File: config.mk
export PLATFORM = sky130hd
export DESIGN_NAME = fetch_controller_flat
export DESIGN_NICKNAME = d
export VERILOG_FILES = /design/src/rtl/fetch_controller_if.sv /design/src/rtl/fetch_controller.sv /design/src/flat_wrapper.sv
export SDC_FILE = /design/constraint.sdc
export NUM_CORES = 1
export LEC_CHECK = 0
export BUFFER_PORTS_ARGS = -buffer_cell sky130_fd_sc_hd__buf_2
export CAP_MARGIN = 20
export CORE_MARGIN = 2
export CORE_UTILIZATION = 41
export DETAILED_ROUTE_END_ITERATION = 6
export MAX_ROUTING_LAYER = met4
export PLACE_DENSITY = 0.72
export SLEW_MARGIN = 25
export SYNTH_ARGS = -nofsm -noshare
export SYNTH_HDL_FRONTEND = slang
export SYNTH_SLANG_ARGS = --single-unit
export TNS_END_PERCENT = 20
File: constraint.sdc
create_clock -name clk -period 2.14 [get_ports clk]
set_input_delay 0.321 -clock clk [delete_from_list [all_inputs] [get_ports clk]]
set_output_delay 0.321 -clock clk [all_outputs]
set_load 0.005 [all_outputs]
File: src/rtl/fetch_controller_if.sv
// Fetch-side bus of the core: control requests from the hazard/branch logic,
// the instruction memory port, and the IF/ID register outputs.
interface fetch_controller_if #(
  parameter int unsigned ADDR_WIDTH = 32
);
  logic                  stall;
  logic                  redirect_valid;
  logic [ADDR_WIDTH-1:0] redirect_pc;
  logic                  halt;
  logic [ADDR_WIDTH-1:0] imem_address;
  logic [31:0]           imem_instruction;
  logic                  if_valid;
  logic [ADDR_WIDTH-1:0] if_pc;
  logic [31:0]           if_instruction;
  logic                  fault;
  logic [31:0]           fetch_count;

  // Environment side: drives control requests and memory read data.
  modport master (
    output stall, redirect_valid, redirect_pc, halt, imem_instruction,
    input  imem_address, if_valid, if_pc, if_instruction, fault, fetch_count
  );

  // Fetch controller side.
  modport slave (
    input  stall, redirect_valid, redirect_pc, halt, imem_instruction,
    output imem_address, if_valid, if_pc, if_instruction, fault, fetch_count
  );
endinterface

File: src/rtl/fetch_controller.sv
// Instruction fetch controller: owns the PC, addresses the instruction
// memory and latches returned instructions into the IF/ID register, with
// stall, redirect, halt and out-of-range fault handling.
module fetch_controller #(
  parameter int unsigned          ADDR_WIDTH = 32,
  parameter logic [ADDR_WIDTH-1:0] RESET_PC  = '0,
  parameter int unsigned          MEM_WORDS  = 256,
  parameter logic [31:0]          NOP_INSTR  = 32'h0000_0000
) (
  input logic              clk,
  input logic              reset,
  fetch_controller_if.slave bus
);

  typedef enum logic [1:0] {IDLE, RUN, HALTED, FAULT} state_t;

  // One extra bit so MEM_WORDS*4 == 2^ADDR_WIDTH still compares correctly.
  localparam logic [ADDR_WIDTH:0] MEM_LIMIT = (ADDR_WIDTH+1)'(MEM_WORDS) << 2;
  localparam logic [ADDR_WIDTH-1:0] ALIGN_MASK = ~(ADDR_WIDTH)'(3);

  state_t                state;
  logic [ADDR_WIDTH-1:0] pc;
  logic                  if_valid;
  logic [ADDR_WIDTH-1:0] if_pc;
  logic [31:0]           if_instruction;
  logic                  fault;
  logic [31:0]           fetch_count;
  logic                  out_of_range;
  logic [ADDR_WIDTH-1:0] redirect_target;

  assign out_of_range    = {1'b0, pc} >= MEM_LIMIT;
  assign redirect_target = bus.redirect_pc & ALIGN_MASK;

  assign bus.imem_address   = pc;
  assign bus.if_valid       = if_valid;
  assign bus.if_pc          = if_pc;
  assign bus.if_instruction = if_instruction;
  assign bus.fault          = fault;
  assign bus.fetch_count    = fetch_count;

  // Fetch state machine: PC sequencing and IF/ID register update.
  always_ff @(posedge clk) begin
    if (reset) begin
      state          <= IDLE;
      pc             <= RESET_PC;
      if_valid       <= 1'b0;
      if_pc          <= '0;
      if_instruction <= NOP_INSTR;
      fault          <= 1'b0;
      fetch_count    <= '0;
    end else begin
      case (state)
        IDLE: begin
          state <= RUN;
        end
        RUN: begin
          if (bus.halt) begin
            state          <= HALTED;
            if_valid       <= 1'b0;
            if_instruction <= NOP_INSTR;
          end else if (bus.redirect_valid) begin
            pc             <= redirect_target;
            if_valid       <= 1'b0;
            if_instruction <= NOP_INSTR;
          end else if (out_of_range) begin
            state    <= FAULT;
            fault    <= 1'b1;
            if_valid <= 1'b0;
          end else if (!bus.stall) begin
            if_instruction <= bus.imem_instruction;
            if_pc          <= pc;
            if_valid       <= 1'b1;
            pc             <= pc + ADDR_WIDTH'(4);
            if (fetch_count != '1) begin
              fetch_count <= fetch_count + 32'd1;
            end
          end
        end
        HALTED: begin
          if_valid <= 1'b0;
        end
        FAULT: begin
          fault    <= 1'b1;
          if_valid <= 1'b0;
        end
        default: begin
          state <= IDLE;
        end
      endcase
    end
  end

endmodule
File: src/flat_wrapper.sv
// flat-port wrapper written by rule: the top's interface ports become plain ports
module fetch_controller_flat 
#(
  parameter int unsigned          ADDR_WIDTH = 32,
  parameter logic [ADDR_WIDTH-1:0] RESET_PC  = '0,
  parameter int unsigned          MEM_WORDS  = 256,
  parameter logic [31:0]          NOP_INSTR  = 32'h0000_0000
)
  (clk, reset, bus_stall, bus_redirect_valid, bus_redirect_pc, bus_halt, bus_imem_instruction, bus_imem_address, bus_if_valid, bus_if_pc, bus_if_instruction, bus_fault, bus_fetch_count);
  fetch_controller_if #(.ADDR_WIDTH(ADDR_WIDTH)) bus_i ();
  input logic clk;
  input logic reset;
  input wire logic [$bits(bus_i.stall)-1:0] bus_stall;
  input wire logic [$bits(bus_i.redirect_valid)-1:0] bus_redirect_valid;
  input wire logic [$bits(bus_i.redirect_pc)-1:0] bus_redirect_pc;
  input wire logic [$bits(bus_i.halt)-1:0] bus_halt;
  input wire logic [$bits(bus_i.imem_instruction)-1:0] bus_imem_instruction;
  output wire logic [$bits(bus_i.imem_address)-1:0] bus_imem_address;
  output wire logic [$bits(bus_i.if_valid)-1:0] bus_if_valid;
  output wire logic [$bits(bus_i.if_pc)-1:0] bus_if_pc;
  output wire logic [$bits(bus_i.if_instruction)-1:0] bus_if_instruction;
  output wire logic [$bits(bus_i.fault)-1:0] bus_fault;
  output wire logic [$bits(bus_i.fetch_count)-1:0] bus_fetch_count;
  assign bus_i.stall = bus_stall;
  assign bus_i.redirect_valid = bus_redirect_valid;
  assign bus_i.redirect_pc = bus_redirect_pc;
  assign bus_i.halt = bus_halt;
  assign bus_i.imem_instruction = bus_imem_instruction;
  assign bus_imem_address = bus_i.imem_address;
  assign bus_if_valid = bus_i.if_valid;
  assign bus_if_pc = bus_i.if_pc;
  assign bus_if_instruction = bus_i.if_instruction;
  assign bus_fault = bus_i.fault;
  assign bus_fetch_count = bus_i.fetch_count;
  fetch_controller #(.ADDR_WIDTH(ADDR_WIDTH), .RESET_PC(RESET_PC), .MEM_WORDS(MEM_WORDS), .NOP_INSTR(NOP_INSTR)) u_core (.clk(clk), .reset(reset), .bus(bus_i));
endmodule
==> reports/summary.json <==
{
  "clock_tree": {
    "cts-buffers-inserted": 17,
    "clock_sinks": 128,
    "clock-root-buffer": "sky130_fd_sc_hd__clkbuf_16",
    "tritoncts_clock_tree": "done",
    "path_clk_slew_ps": 60,
    "clock_latency_on_the_worst_skew_pair_ps": 410,
    "h-tree-depth": 4,
    "clk_path_buf_depth": 2
  },
  "layout": {
    "layout.core_utilization_pct": 59.98,
    "most-common-layout-cells": "sky130_fd_sc_hd__buf_2, sky130_fd_sc_hd__dfxtp_1, sky130_fd_sc_hd__buf_4",
    "layout-area-overhead-vs-synth_pct": 43.44,
    "final_layout_size_suffix_gt1_share_pct": 39.78,
    "final_design_area_no_fill_um2": 7507,
    "final_common_cell": "sky130_fd_sc_hd__buf_2",
    "area_occupied_by_multi_input_gates_um2": 2590,
    "layout.filler_cells": 1097,
    "antenna_cells": 0,
    "sequential_cell_area_um2": 2567,
    "final_net_count": 881
  },
  "timing": {
    "min_period_over_period_pct": 100.0,
    "fin_worst_skew_ps": 9.421,
    "final-max-slew-violation-count": 0,
    "finalHoldViolCount": 0,
    "crit_path_setup_slack_layout_ps": -0.6972,
    "layout_min_cycle_time_ps": 2141,
    "report.final.setup_viol": 1,
    "max-slew-margin-rel_pct": 59.02,
    "timing.fmax_ghz": 0.4671,
    "grt_setup_unrepaired": "yes",
    "worst_slew_pin_slew_ps": 612.5
  },
  "routing": {
    "vias_per_cell": 5.108,
    "detail_route.wl_per_cell_um": 15.14,
    "postRouteWirelength_um": 15050,
    "dr_total_vias": 5077,
    "initialDrtViolationCount": 311,
    "drt.antenna.violating_nets": 0,
    "detail_route.first_pass.iterations": 7,
    "drc_errors": 0
  },
  "logic_synthesis": {
    "synthDistinctLibCells": 54,
    "synth-async-reset-ratio_pct": 0,
    "yosysWarnings": 0,
    "synth_enable_flop_cells": 0,
    "synth_area_per_cell_um2": 9.263,
    "postSynthRegisterBits": 128,
    "mappedNetlistArea_um2": 5234,
    "synth_cells": 565,
    "dominantRegCellSynth": "sky130_fd_sc_hd__dfxtp_1",
    "seq_area_frac_synth_pct": 48.96
  },
  "outcome": {
    "failed_checks": "setup timing",
    "status": "finished, violations left"
  },
  "die": {
    "top_level_ports": 199,
    "floorplan.die_area_um2": 13690,
    "die_width_um": 117.0,
    "start_util_pct": 41.81,
    "rows": 41,
    "die-height_um": 117.0,
    "core_region_um2": 12520
  },
  "global_route": {
    "grt_antenna_before_repair": 0,
    "grt.overflow.total": 0,
    "grt.total_usage_pct": 22.14,
    "maximum_number_of_pins_on_one_net_before_global_route_repair": 39,
    "grt_first_pass_wirelength_um": 23000,
    "first_global_vias": 4766
  },
  "critical_path": {
    "crit_path_kind": "flop to flop",
    "worst-endpoint-required_ps": 2440,
    "worstPathArrival_ps": 2440,
    "worst_r2r_endpoint": "u_core.bus.fetch_count[20]",
    "timing.reg2reg.worst_path_depth": 7,
    "end_kind": "flop",
    "reg2reg_slack_ps": -0.7,
    "start_kind": "flop",
    "regToRegStartpoint": "u_core.bus.imem_address[26]",
    "worstPathMaxFanout": 8
  },
  "worst_hold_path": {
    "whs_path_depth": 2,
    "hp-start": "bus_imem_instruction[20]",
    "worst_hold_path_type": "input pin to flop",
    "whs_endpoint": "u_core.bus.if_instruction[20]"
  },
  "power": {
    "vdd.ir_drop.worst_v": 0.0004880,
    "power.static_leakage_nw": 3.452,
    "power_density_nw_per_um2": 777.0
  },
  "run": {
    "maxCapViolations": 0
  },
  "placement": {
    "routabilityCongestion": 0.9238,
    "dp_hpwl_um": 11080,
    "port_buffers": 192,
    "post_dp_cell_area_um2": 6777
  }
}
==> layer usage <==
metal | global-route usage, % | vias to the layer above | share of wire (%)
li1 | - | 2500 | -
met1 | 26.73 | 2358 | 42
met2 | 35.53 | 196 | 49
met3 | 5.149 | 23 | 6.5
met4 | 9.569 | 0 | 2.4
met5 | - | - | 0
==> flip-flops by register name, summed over array words and instances (netlist names) <==
register                   count
u_core.bus.imem_address       30
u_core.bus.if_pc              30
u_core.bus.fetch_count        32
u_core.bus.if_instruction     32
u_core.bus.if_valid            1
u_core.bus.fault               1
u_core.state                   2
==> cells in the mapped netlist (3+ instances only) <==
cell type                     n  share of area (%)
sky130_fd_sc_hd__buf_4        4               0.57
sky130_fd_sc_hd__xnor2_1     16                2.7
sky130_fd_sc_hd__and2_1      26                3.1
sky130_fd_sc_hd__inv_1        7               0.50
sky130_fd_sc_hd__nor2_1      58                4.2
sky130_fd_sc_hd__xor2_1       8                1.3
sky130_fd_sc_hd__nor3_1      13                1.2
sky130_fd_sc_hd__a22oi_1      3               0.43
sky130_fd_sc_hd__dfxtp_1    128                 49
sky130_fd_sc_hd__nand2b_1     4               0.48
sky130_fd_sc_hd__a211oi_1     5               0.72
sky130_fd_sc_hd__clkbuf_1    25                1.8
sky130_fd_sc_hd__and4_1       6                1.0
sky130_fd_sc_hd__a22o_1      38                6.4
sky130_fd_sc_hd__buf_6        3               0.65
sky130_fd_sc_hd__nor4_1       6               0.72
sky130_fd_sc_hd__nand2_1     56                4.0
sky130_fd_sc_hd__buf_2        5               0.48
sky130_fd_sc_hd__nand4_1     16                1.9
sky130_fd_sc_hd__and3_1      10                1.2
sky130_fd_sc_hd__a21oi_1     34                3.3
sky130_fd_sc_hd__nand3_1     20                1.9
sky130_fd_sc_hd__ha_1         3               0.72
sky130_fd_sc_hd__a2bb2oi_1    5               0.84
sky130_fd_sc_hd__nor2b_1      7               0.84
sky130_fd_sc_hd__nor4_2      11                2.6
sky130_fd_sc_hd__o21ai_0     15                1.4
==> final cells by class <==
cell class              instances  area share (%)
flip-flops and latches        128           34.20
clock inverters                10           1.800
repair buffers                259           20.10
clock buffers                  22           6.183
well taps                     172           2.867
inverters                       7          0.3500
multi-input cells             396           34.50
==> repair_timing <==
action	CTS	global route
setup buffers	2	0
pin swaps	2	3
hold buffers	0	0
resized for setup	10	11
setup endpoints to repair	76	25
==> how the worst max path moves through the flow <==
stage | from | to | slack [ps] | depth (start not counted)
6_report | u_core.bus.imem_address[26] | u_core.bus.fetch_count[20] | -0.7 | 7
5_1_grt | u_core.bus.imem_address[26] | u_core.bus.fetch_count[12] | -70 | 7
4_1_cts | u_core.bus.imem_address[17] | u_core.bus.fetch_count[5] | 8 | 7
3_5_place_dp | u_core.bus.imem_address[28] | u_core.bus.fetch_count[5] | -250 | 7
3_3_place_gp | u_core.bus.imem_address[26] | u_core.bus.fetch_count[5] | -80 | 7
2_1_floorplan | u_core.bus.imem_address[15] | u_core.bus.fetch_count[20] | 50 | 8
==> worst max-delay path: stages, from the launching register on <==
cell and delay, ps:
sky130_fd_sc_hd__dfxtp_2 330, sky130_fd_sc_hd__nor4_4 280, sky130_fd_sc_hd__nand4_1 220, sky130_fd_sc_hd__or3_4 440, sky130_fd_sc_hd__nor3_4 160, sky130_fd_sc_hd__buf_12 150, sky130_fd_sc_hd__nand4_4 110, sky130_fd_sc_hd__mux2_4 320
==> power breakdown <==
part,internal (mW),switching (mW)
Clock,1.89,1.03
Combinational,0.212,0.245
Sequential,2.42,0.0338
Total,4.52,1.31
==> cells by family (layout without fill, tap and decap cells) <==
group	Yosys count	count (layout)	share of synthesized area, %
multiplexers	6	6	1.387
AO/OA/AOI/OAI	113	113	15.09
buffers and inverters	44	298	3.992
other	1	4	0.07165
flip-flops	128	128	48.96
adder cells (fa/ha/maj)	3	3	0.7173
XOR/XNOR	24	24	4.016
AND/OR/NAND/NOR	246	246	25.77
==> stage by stage <==
step | std cells | setup WS (ps) | hold slack (ps) | total power, mW | setup TNS, ps
2_1_floorplan | 568 | 52.17 | 442.1 | 2.712 | 0
3_3_place_gp | 960 | -81.49 | 435.4 | 2.939 | -560.0
3_5_place_dp | 960 | -252.3 | 438.9 | 2.952 | -3474
4_1_cts | 994 | 8.175 | 97.59 | 5.880 | 0
5_1_grt | 994 | -74.56 | 107.3 | 6.035 | -644.0
6_report | 994 | -0.6972 | 111.5 | 5.833 | -0.6972
(Power assumes the default switching activity.)
